<file path="src/rtl/alu_pkg.sv">
// Shared definitions for the ALU issue stage: operation codes, MIPS
// opcode/funct constants and the decoded-instruction record.
package alu_pkg;

  localparam int DATA_W = 32;
  localparam int REG_W  = 5;

  typedef enum logic [2:0] {
    ALU_ADD = 3'd0,
    ALU_SUB = 3'd1,
    ALU_AND = 3'd2,
    ALU_OR  = 3'd3,
    ALU_SLL = 3'd4,
    ALU_SRL = 3'd5,
    ALU_SLT = 3'd6
  } alu_op_e;

  // Primary opcodes
  localparam logic [5:0] OPC_RTYPE = 6'h00;
  localparam logic [5:0] OPC_BEQ   = 6'h04;
  localparam logic [5:0] OPC_ADDI  = 6'h08;
  localparam logic [5:0] OPC_ADDIU = 6'h09;
  localparam logic [5:0] OPC_SLTI  = 6'h0A;
  localparam logic [5:0] OPC_ANDI  = 6'h0C;
  localparam logic [5:0] OPC_ORI   = 6'h0D;
  localparam logic [5:0] OPC_LW    = 6'h23;
  localparam logic [5:0] OPC_SW    = 6'h2B;

  // R-type funct codes
  localparam logic [5:0] FN_SLL  = 6'h00;
  localparam logic [5:0] FN_SRL  = 6'h02;
  localparam logic [5:0] FN_ADD  = 6'h20;
  localparam logic [5:0] FN_ADDU = 6'h21;
  localparam logic [5:0] FN_SUB  = 6'h22;
  localparam logic [5:0] FN_SUBU = 6'h23;
  localparam logic [5:0] FN_AND  = 6'h24;
  localparam logic [5:0] FN_OR   = 6'h25;
  localparam logic [5:0] FN_SLT  = 6'h2A;

  typedef struct packed {
    alu_op_e             operation;
    logic [REG_W-1:0]    shamt;
    logic [DATA_W-1:0]   op_a;
    logic [DATA_W-1:0]   op_b;
    logic [REG_W-1:0]    dest;
    logic                reg_write;
    logic                mem_read;
    logic                mem_write;
    logic                branch;
    logic                illegal;
  } decoded_t;

  function automatic logic [DATA_W-1:0] sext16(input logic [15:0] imm);
    return {{16{imm[15]}}, imm};
  endfunction

endpackage

</file>
<file path="src/rtl/alu_decode.sv">
// Combinational decode of a MIPS instruction word plus register read data
// into the operation/operand record consumed by the ALU.
module alu_decode
  import alu_pkg::*;
(
  input  logic [31:0] instr,
  input  logic [31:0] rs_data,
  input  logic [31:0] rt_data,
  output decoded_t    dec
);

  logic [5:0] opcode;
  logic [5:0] funct;
  logic [4:0] rt_idx;
  logic [4:0] rd_idx;
  logic [31:0] imm_sext;
  logic [31:0] imm_zext;
  // The rs index is resolved by the register file; only its data arrives here.
  logic unused_rs_field;

  assign opcode          = instr[31:26];
  assign funct           = instr[5:0];
  assign rt_idx          = instr[20:16];
  assign rd_idx          = instr[15:11];
  assign imm_sext        = sext16(instr[15:0]);
  assign imm_zext        = {16'h0000, instr[15:0]};
  assign unused_rs_field = ^instr[25:21];

  // Decode opcode/funct into operation, operands, destination and markers
  always_comb begin
    dec = '0;
    case (opcode)
      OPC_RTYPE: begin
        dec.op_a      = rs_data;
        dec.op_b      = rt_data;
        dec.dest      = rd_idx;
        dec.reg_write = 1'b1;
        case (funct)
          FN_ADD, FN_ADDU: dec.operation = ALU_ADD;
          FN_SUB, FN_SUBU: dec.operation = ALU_SUB;
          FN_AND:          dec.operation = ALU_AND;
          FN_OR:           dec.operation = ALU_OR;
          FN_SLT:          dec.operation = ALU_SLT;
          FN_SLL: begin
            dec.operation = ALU_SLL;
            dec.shamt     = instr[10:6];
          end
          FN_SRL: begin
            dec.operation = ALU_SRL;
            dec.shamt     = instr[10:6];
          end
          default: begin
            dec         = '0;
            dec.illegal = 1'b1;
          end
        endcase
      end
      OPC_ADDI, OPC_ADDIU, OPC_SLTI, OPC_ANDI, OPC_ORI, OPC_LW: begin
        dec.op_a      = rs_data;
        dec.dest      = rt_idx;
        dec.reg_write = 1'b1;
        dec.op_b      = imm_sext;
        case (opcode)
          OPC_SLTI: dec.operation = ALU_SLT;
          OPC_ANDI: begin
            dec.operation = ALU_AND;
            dec.op_b      = imm_zext;
          end
          OPC_ORI: begin
            dec.operation = ALU_OR;
            dec.op_b      = imm_zext;
          end
          OPC_LW: begin
            dec.operation = ALU_ADD;
            dec.mem_read  = 1'b1;
          end
          default: dec.operation = ALU_ADD;
        endcase
      end
      OPC_SW: begin
        dec.operation = ALU_ADD;
        dec.op_a      = rs_data;
        dec.op_b      = imm_sext;
        dec.mem_write = 1'b1;
      end
      OPC_BEQ: begin
        dec.operation = ALU_SUB;
        dec.op_a      = rs_data;
        dec.op_b      = rt_data;
        dec.branch    = 1'b1;
      end
      default: dec.illegal = 1'b1;
    endcase
    // Writes to $0 are discarded, which makes the all-zero word a true NOP
    if (dec.dest == 5'd0) dec.reg_write = 1'b0;
  end

endmodule

</file>
<file path="src/rtl/alu_issue.sv">
// ID/EX boundary for the ALU: registers decoded instructions behind a
// valid/ready handshake with a one-entry skid buffer and synchronous flush.
module alu_issue
  import alu_pkg::*;
(
  input  logic        clk,
  input  logic        rst_n,
  input  logic        flush,
  input  logic        in_valid,
  output logic        in_ready,
  input  logic [31:0] instr,
  input  logic [31:0] rs_data,
  input  logic [31:0] rt_data,
  output logic        out_valid,
  input  logic        out_ready,
  output logic [2:0]  operation,
  output logic [4:0]  shamt,
  output logic [31:0] op_a,
  output logic [31:0] op_b,
  output logic [4:0]  dest,
  output logic        reg_write,
  output logic        mem_read,
  output logic        mem_write,
  output logic        branch,
  output logic        illegal
);

  decoded_t in_dec;
  decoded_t main_q, main_d;
  decoded_t skid_q, skid_d;
  logic     main_valid_q, main_valid_d;
  logic     skid_valid_q, skid_valid_d;
  logic     accept;

  alu_decode u_decode (
    .instr   (instr),
    .rs_data (rs_data),
    .rt_data (rt_data),
    .dec     (in_dec)
  );

  // Next-state for main/skid: flush wins, then drain skid, then take input
  always_comb begin
    main_d       = main_q;
    main_valid_d = main_valid_q;
    skid_d       = skid_q;
    skid_valid_d = skid_valid_q;
    // Input is only offered a slot while the skid is empty
    accept       = in_valid & ~skid_valid_q;
    if (flush) begin
      main_d       = '0;
      main_valid_d = 1'b0;
      skid_d       = '0;
      skid_valid_d = 1'b0;
    end else if (!main_valid_q || out_ready) begin
      if (skid_valid_q) begin
        // accept is 0 here, so the older skid entry never collides with input
        main_d       = skid_q;
        main_valid_d = 1'b1;
        skid_valid_d = 1'b0;
      end else if (accept) begin
        main_d       = in_dec;
        main_valid_d = 1'b1;
      end else begin
        main_valid_d = 1'b0;
      end
    end else if (accept) begin
      skid_d       = in_dec;
      skid_valid_d = 1'b1;
    end
  end

  // State registers with asynchronous active-low reset
  always_ff @(posedge clk or negedge rst_n) begin
    if (!rst_n) begin
      main_q       <= '0;
      main_valid_q <= 1'b0;
      skid_q       <= '0;
      skid_valid_q <= 1'b0;
    end else begin
      main_q       <= main_d;
      main_valid_q <= main_valid_d;
      skid_q       <= skid_d;
      skid_valid_q <= skid_valid_d;
    end
  end

  assign in_ready  = ~skid_valid_q;
  assign out_valid = main_valid_q;
  assign operation = main_q.operation;
  assign shamt     = main_q.shamt;
  assign op_a      = main_q.op_a;
  assign op_b      = main_q.op_b;
  assign dest      = main_q.dest;
  assign reg_write = main_q.reg_write;
  assign mem_read  = main_q.mem_read;
  assign mem_write = main_q.mem_write;
  assign branch    = main_q.branch;
  assign illegal   = main_q.illegal;

endmodule

</file>
<file path="config.mk">
export PLATFORM = sky130hd
export DESIGN_NAME = alu_issue
export DESIGN_NICKNAME = d
export VERILOG_FILES = /design/src/rtl/alu_pkg.sv /design/src/rtl/alu_decode.sv /design/src/rtl/alu_issue.sv
export SDC_FILE = /design/constraint.sdc
export NUM_CORES = 1
export LEC_CHECK = 0
export ABC_AREA = 1
export ABC_CLOCK_PERIOD_IN_PS = 1500
export BUFFER_PORTS_ARGS = -buffer_cell sky130_fd_sc_hd__buf_2
export CORE_MARGIN = 10
export CORE_UTILIZATION = 45
export DETAILED_ROUTE_END_ITERATION = 16
export HOLD_SLACK_MARGIN = 0.15
export PLACE_DENSITY = 0.71
export SETUP_SLACK_MARGIN = 0.1
export SLEW_MARGIN = 20
export SYNTH_ARGS = -nofsm -noshare
export SYNTH_HDL_FRONTEND = slang
export SYNTH_SLANG_ARGS = --single-unit
</file>
<file path="constraint.sdc">
create_clock -name clk -period 1.5 [get_ports clk]
set_clock_uncertainty 0.05 [all_clocks]
set_input_delay 0.375 -clock clk [delete_from_list [all_inputs] [get_ports clk]]
set_output_delay 0.375 -clock clk [all_outputs]
set_load 0.05 [all_outputs]
</file>
; Word level (Yosys, flattened, before mapping)
; Index checks and enable logic that the tools add are counted.
[totals]
out_inout_bits = 84
word_cells = 85
ff_bits = 166
[classes]
n_mux = 27
n_reduce_logical = 17
n_bitwise = 2
n_eq_ne = 17
[ops]
columns = operator, n
row1 = 2-to-1 mux 82 bit, 6
row2 = case mux 64 bit (4 select lines), 1
row3 = 2-to-1 mux 74 bit, 1
row4 = "equality test 6 bit, second input constant", 9
row5 = 2-to-1 mux 32 bit, 1
row6 = "equality test 6 x 4 -> 1 bit, second input constant", 5
row7 = case mux 3 bit (3 select lines), 2
row8 = case mux 3 bit (6 select lines), 1
row9 = case mux 7 bit (2 select lines), 1
row10 = zero test 6 bit, 2
row11 = 2-to-1 mux 5 bit, 2
row12 = 2-to-1 mux 1 bit, 9
row13 = OR reduction 9 bit, 1
row14 = OR reduction 8 bit, 1
row15 = "equality test 6 x 2 -> 1 bit, second input constant", 1
row16 = "equality test 6 x 3 -> 1 bit, second input constant", 1
row17 = case mux 1 bit (2 select lines), 3
row18 = nonzero test 3 bit, 2
row19 = OR reduction 2 bit, 3
row20 = OR reduction 6 bit, 1
row21 = zero test 5 bit, 1
row22 = AND reduction 2 bit, 2
row23 = nonzero test 2 bit, 2
row24 = "inequality test 2 bit, second input constant", 1
row25 = other kinds (4), 4

; Longest topological paths before layout
[depth]
ltp_word = 10
mapped_depth = 14
depth_no_buf = 12

; By module
; From an unflattened synthesis, not the netlist that was laid out.
[unflattened]
cells_unflattened = 1413
area_unflattened_um2 = 9631.7
[by_module_without_submodules]
columns = mod, cells_each, area_each_um2, instances
row1 = alu_issue, 1181, 8483.1, 1
row2 = alu_decode, 232, 1148.6, 1

; Least setup slack after synthesis
; No wires, ideal clock.
[synth_timing]
kind = register -> output
startpoint = register skid_valid_q
endpoint = output in_ready
path_slack_ps = -375
path_stages_with_launch = 5
arrival_ps = 1450
n_path_buf = 3
path_cell_list = dfrtp_1 buf_2 inv_2 clkbuf_1 clkbuf_1
[synth_between]
elab_chain_len = 1
[synth_lines]
columns = item, line_no
row1 = start: declaration, alu_issue.sv:32  ; logic skid_valid_q, skid_valid_d;
row2 = start signal: assignment, alu_issue.sv:84  ; skid_valid_q <= skid_valid_d;
row3 = NOT 1 bit, alu_issue.sv:88  ; assign in_ready = ~skid_valid_q;
row4 = end: declaration, alu_issue.sv:10  ; output logic in_ready,
; No other way between the ends.

; Final worst setup path
[layout_timing]
startpoint = input instr[31]
endpoint = register main_q, in the netlist op_b[30]
[layout_between]
elab_chain_len = 8
word_cells_on_any_way = 17
[layout_lines]
columns = item, line_no
row1 = start: declaration, alu_issue.sv:11  ; input logic [31:0] instr,
row2 = equality test 6 x 4 -> 1 bit, "alu_decode.sv:32, alu_decode.sv:63"
row3 = OR reduction 2 bit (no source line), --
row4 = 2-to-1 mux 32 bit, alu_decode.sv:63  ; case (opcode)
row5 = case mux 64 bit (4 select lines) (*), alu_decode.sv:32  ; case (opcode)
row6 = 2-to-1 mux 82 bit (*), alu_issue.sv:61  ; end else if (accept) begin
row7 = 2-to-1 mux 82 bit (*), alu_issue.sv:56  ; if (skid_valid_q) begin
row8 = 2-to-1 mux 82 bit (*), alu_issue.sv:55  ; end else if (!main_valid_q || out_ready) begin
row9 = 2-to-1 mux 82 bit (*), alu_issue.sv:50  ; if (flush) begin
row10 = end signal: assignment, alu_issue.sv:81  ; main_q <= main_d;
row11 = end: declaration, alu_issue.sv:29  ; decoded_t main_q, main_d;
; Every way passes the cells marked *; elsewhere a longest branch is shown, timed or not. The select of a mux whose other input is x is not followed.
; A chain may end at the register's enable or synchronous reset.

==> metrics.md <==
| Metric | Value |
|---|---|
| Filler cells | 1081 |
| Hold Crit Class | in -> reg |
| Grt total ovfl | 0 |
| Gate power share | 0.196 |
| Area leader, netlist | dfrtp_1 |
| Layout cells sized above 1 | 0.513 |
| Synth Cell Area | 0.00796 sq mm |
| CTS tree | yes |
| Routed WL | 32.9 mm |
| Outcome | finished, violations left |
| Post-route worst setup slack | -0.159 ns |
| Crit-path most repeated cell | nor2_4 |
| Gate Count Post-Synth | 954 |
| Worst slew pin tran | 0.449 ns |
| Clock power share | 0.394 |
| Initial Util | 0.460 |
| Post-synth cell types | 38 |
| Routability cong. | 0.845 |
| DIE WIDTH | 153 microns |
| Worst path cell trace | buf_6 -> nor2_4 -> inv_2 -> nor3_2 -> nor2_2 -> nand2_4 -> nor2_4 -> clkinv_4 -> buf_4 -> nand3_4 -> nand2_2 -> nor2_1 -> o21ai_1 |
| Final Hold Vio Count | 0 |
| Root buf cell | clkbuf_16 |
| Iter 0 DRT Violations | 698 |
| Core area | 0.0173 sq mm |
| Top-area cell type share of the netlist area | 0.522 |
| Switching Fraction | 0.293 |
| Max-Cap Viols | 0 |
| Area contributors post-synth | dfrtp_1 (52%), nand2_1 (11%), o21ai_0 (8.3%), inv_1 (4.7%), nand3_1 (2.8%) |
| Clock transition at path regs | 0.07 ns |
| Area growth from synthesis to layout | 63.3% |
| Syn Area/Cell | 8.34 sq um |
| Register area share after synthesis | 0.522 |
| Max Fanout on Critical Path | 8 |
| Worst vdd ir | 0.000851 V |
| Final setup vio count | 145 |
| Fin crit share | 1.11 |
| First-pass GRT wire length | 40.7 mm |
| Initial antenna violation count | 1 |
| Inserted Clock Buffers | 17 |
| Worst EP required | 1.81 ns |
| EDFF count, synth | 0 |
| Clk buf depth | 2 |
| Slew Limit Fails | 0 |
| Global-route usage over all layers | 0.211 |
| Flop pwr share | 0.409 |
| Total power | 0.0113 W |
| RSZ-0062 raised after global routing | yes |
| Hold slack | 0.149 ns |
| # rows | 48 |
| CTS Sinks | 166 |
| Reg2reg path depth | 7 |
| Lkg Pwr | 6.18 nW |
| Post-Syn Nets | 1055 |
| Async set or reset register ratio after synthesis | 1.00 |
| Die Ht | 153 microns |
| DRT antenna net count | 0 |
| Drc violations | 0 |
| Setup crit end kind | register |
| Ports | 185 |
| Pint | 0.00799 W |
| CP max stage delay | 0.20 ns |
| Die area | 0.0234 sq mm |
| Critical path's slowest cell | nor2_4 |
| Worst Hold Depth | 3 |
| Number of global-route vias before repair | 7638 |
| Top FF cell, synth | dfrtp_1 |
| FMAX | 603 MHz |
| Nets@finish | 1329 |
| Worst skew pair latency | 0.44 ns |
| Minimum clock period | 1.66 ns |
| Pin count of the biggest net entering global routing | 44 |
| Drt wl/cell | 22.4 microns |
| H-Tree Depth | 4 |
| Total number of vias | 8466 |
| Vias/cell | 5.77 |
| Rel. slew slack | 0.700 |
| Worst EP arrival | 1.97 ns |
| Failing checks | setup timing |
| Hpwl dp | 16.1 mm |
| Synth Warn # | 0 |
| CP Class | in -> reg |
| Pre-antenna DRT Iters | 5 |
| Buffers on Ports | 179 |
| Yosys reg bits | 166 |
| Psw | 0.00331 W |
| Worst setup SP type | primary input |
| Pwr/cell area | 869 mW/mm^2 |
[flip-flops by register name, indices dropped and copies added (netlist names)]
name          flops
skid_q           82
operation         3
branch            1
shamt             5
op_a             32
out_valid         1
op_b             32
mem_read          1
dest              5
illegal           1
mem_write         1
reg_write         1
skid_valid_q      1
[placed cells by master (no fill, tap or decap), types with 4 or more instances in the layout]
cell type and instances:
nand2_1 178, buf_6 70, buf_2 126, nor2_1 38, o21ai_0 14, dfrtp_1 163
nor2_2 7, buf_12 28, a21oi_1 10, nand2_2 24, inv_1 92, o22ai_4 7
o21ai_1 66, inv_2 6, clkbuf_16 34, buf_16 5, o21ai_2 93, nor2_4 7
dlygate4sd3_1 8, a22oi_1 4, buf_4 50, o22ai_2 15, a21oi_2 43, a21oi_4 4
buf_8 9, clkinv_4 5, a22oi_2 12, nand4_1 4, nand2_4 29, nand3_2 22
nand3_4 6, nand3_1 19, o21ai_4 5
[timing repair]
action	in CTS	in global routing
pin swaps	7	81
cloned	4	32
endpoints found under the setup margin	248	250
setup buffers	12	20
hold buffers	8	0
hold endpoints to repair	173	0
gates resized for setup	90	475
[cell families (layout without fill, tap and decap cells)]
logic type / Yosys count / in the layout / share of synthesized area
compound gates: 279 / 279 / 0.203
other cells: 0 / 1 / 0
flops: 166 / 166 / 0.522
buf+inv: 169 / 455 / 0.0928
simple gates: 340 / 341 / 0.183
[power groups by stage]
stage,combinational [W],sequential [W],clock [W]
6_report,0.00222,0.00462,0.00446
5_1_grt,0.00231,0.00463,0.00466
4_1_cts,0.00152,0.00461,0.00443
3_5_place_dp,0.00138,0.00468,0
3_3_place_gp,0.00137,0.00468,0
2_1_floorplan,0.000566,0.00491,0
[cell usage after synthesis, drive strengths merged (2+ instances only)]
cell type,count
dfrtp,166
nand2,233
o211ai,3
a21oi,57
o22ai,22
clkbuf,43
buf,19
nand4,5
a32o,2
o21ai,178
nand3,46
a22oi,16
nor2,53
inv,106
[worst max-delay path, delay by kind of cell]
family          cells  cell delay [ns]
compound gates      1             0.16
buf+inv             4             0.45
simple gates        8             0.98
[final cells by class]
cell class | count | area, sq um | share of cell area
Sequential cell | 166 | 4160 | 0.320
Clock buffer | 21 | 460 | 0.0354
Timing Repair inverter | 3 | 37.5 | 0.00289
Antenna cell | 1 | 2.50 | 0.000193
Tap cell | 225 | 282 | 0.0217
Clock inverter | 11 | 125 | 0.00963
Inverter | 107 | 488 | 0.0375
Timing Repair Buffer | 313 | 3130 | 0.241
Multi-Input combinational cell | 620 | 4310 | 0.332
[per-layer routing]
layer | vias up | routed length [microns] | part of all wire | global-route usage
met4 | 0 | 1250 | 0.038 | 0.0590
met5 | - | 0 | 0 | 0
met2 | 548 | 16000 | 0.49 | 0.340
met3 | 100 | 2860 | 0.087 | 0.0525
met1 | 4107 | 12700 | 0.39 | 0.275
li1 | 3711 | - | - | -
[metrics by stage]
stage / setup TNS [ns] / setup WS, ns / cell area (sq um) / utilization / instances
final: -7.59 / -0.159 / 13000 / 0.752 / 1467
after CTS: -3.21 / -0.112 / 10800 / 0.624 / 1418
after global placement: -47.63 / -0.408 / 9630 / 0.557 / 1362
after floorplan: -14.68 / -0.174 / 8230 / - / 954
after global routing: -17.01 / -0.228 / 13000 / 0.752 / 1467
after detailed placement: -53.59 / -0.515 / 9630 / 0.557 / 1362
[path summary, 6_finish.rpt]
kind	startpoint	to	slack, ns
max	instr[31]	op_b[30]	-0.16
min	rs_data[9]	skid_q[51]	0.15
max reg2reg	skid_valid_q	op_b[30]	-0.15
min reg2reg	op_b[8]	op_b[8]	0.42
max in group asynchronous	rst_n	op_a[13]	0.50
min in group asynchronous	rst_n	skid_q[5]	0.35
No activity file was read; power rests on OpenSTA's default activity.
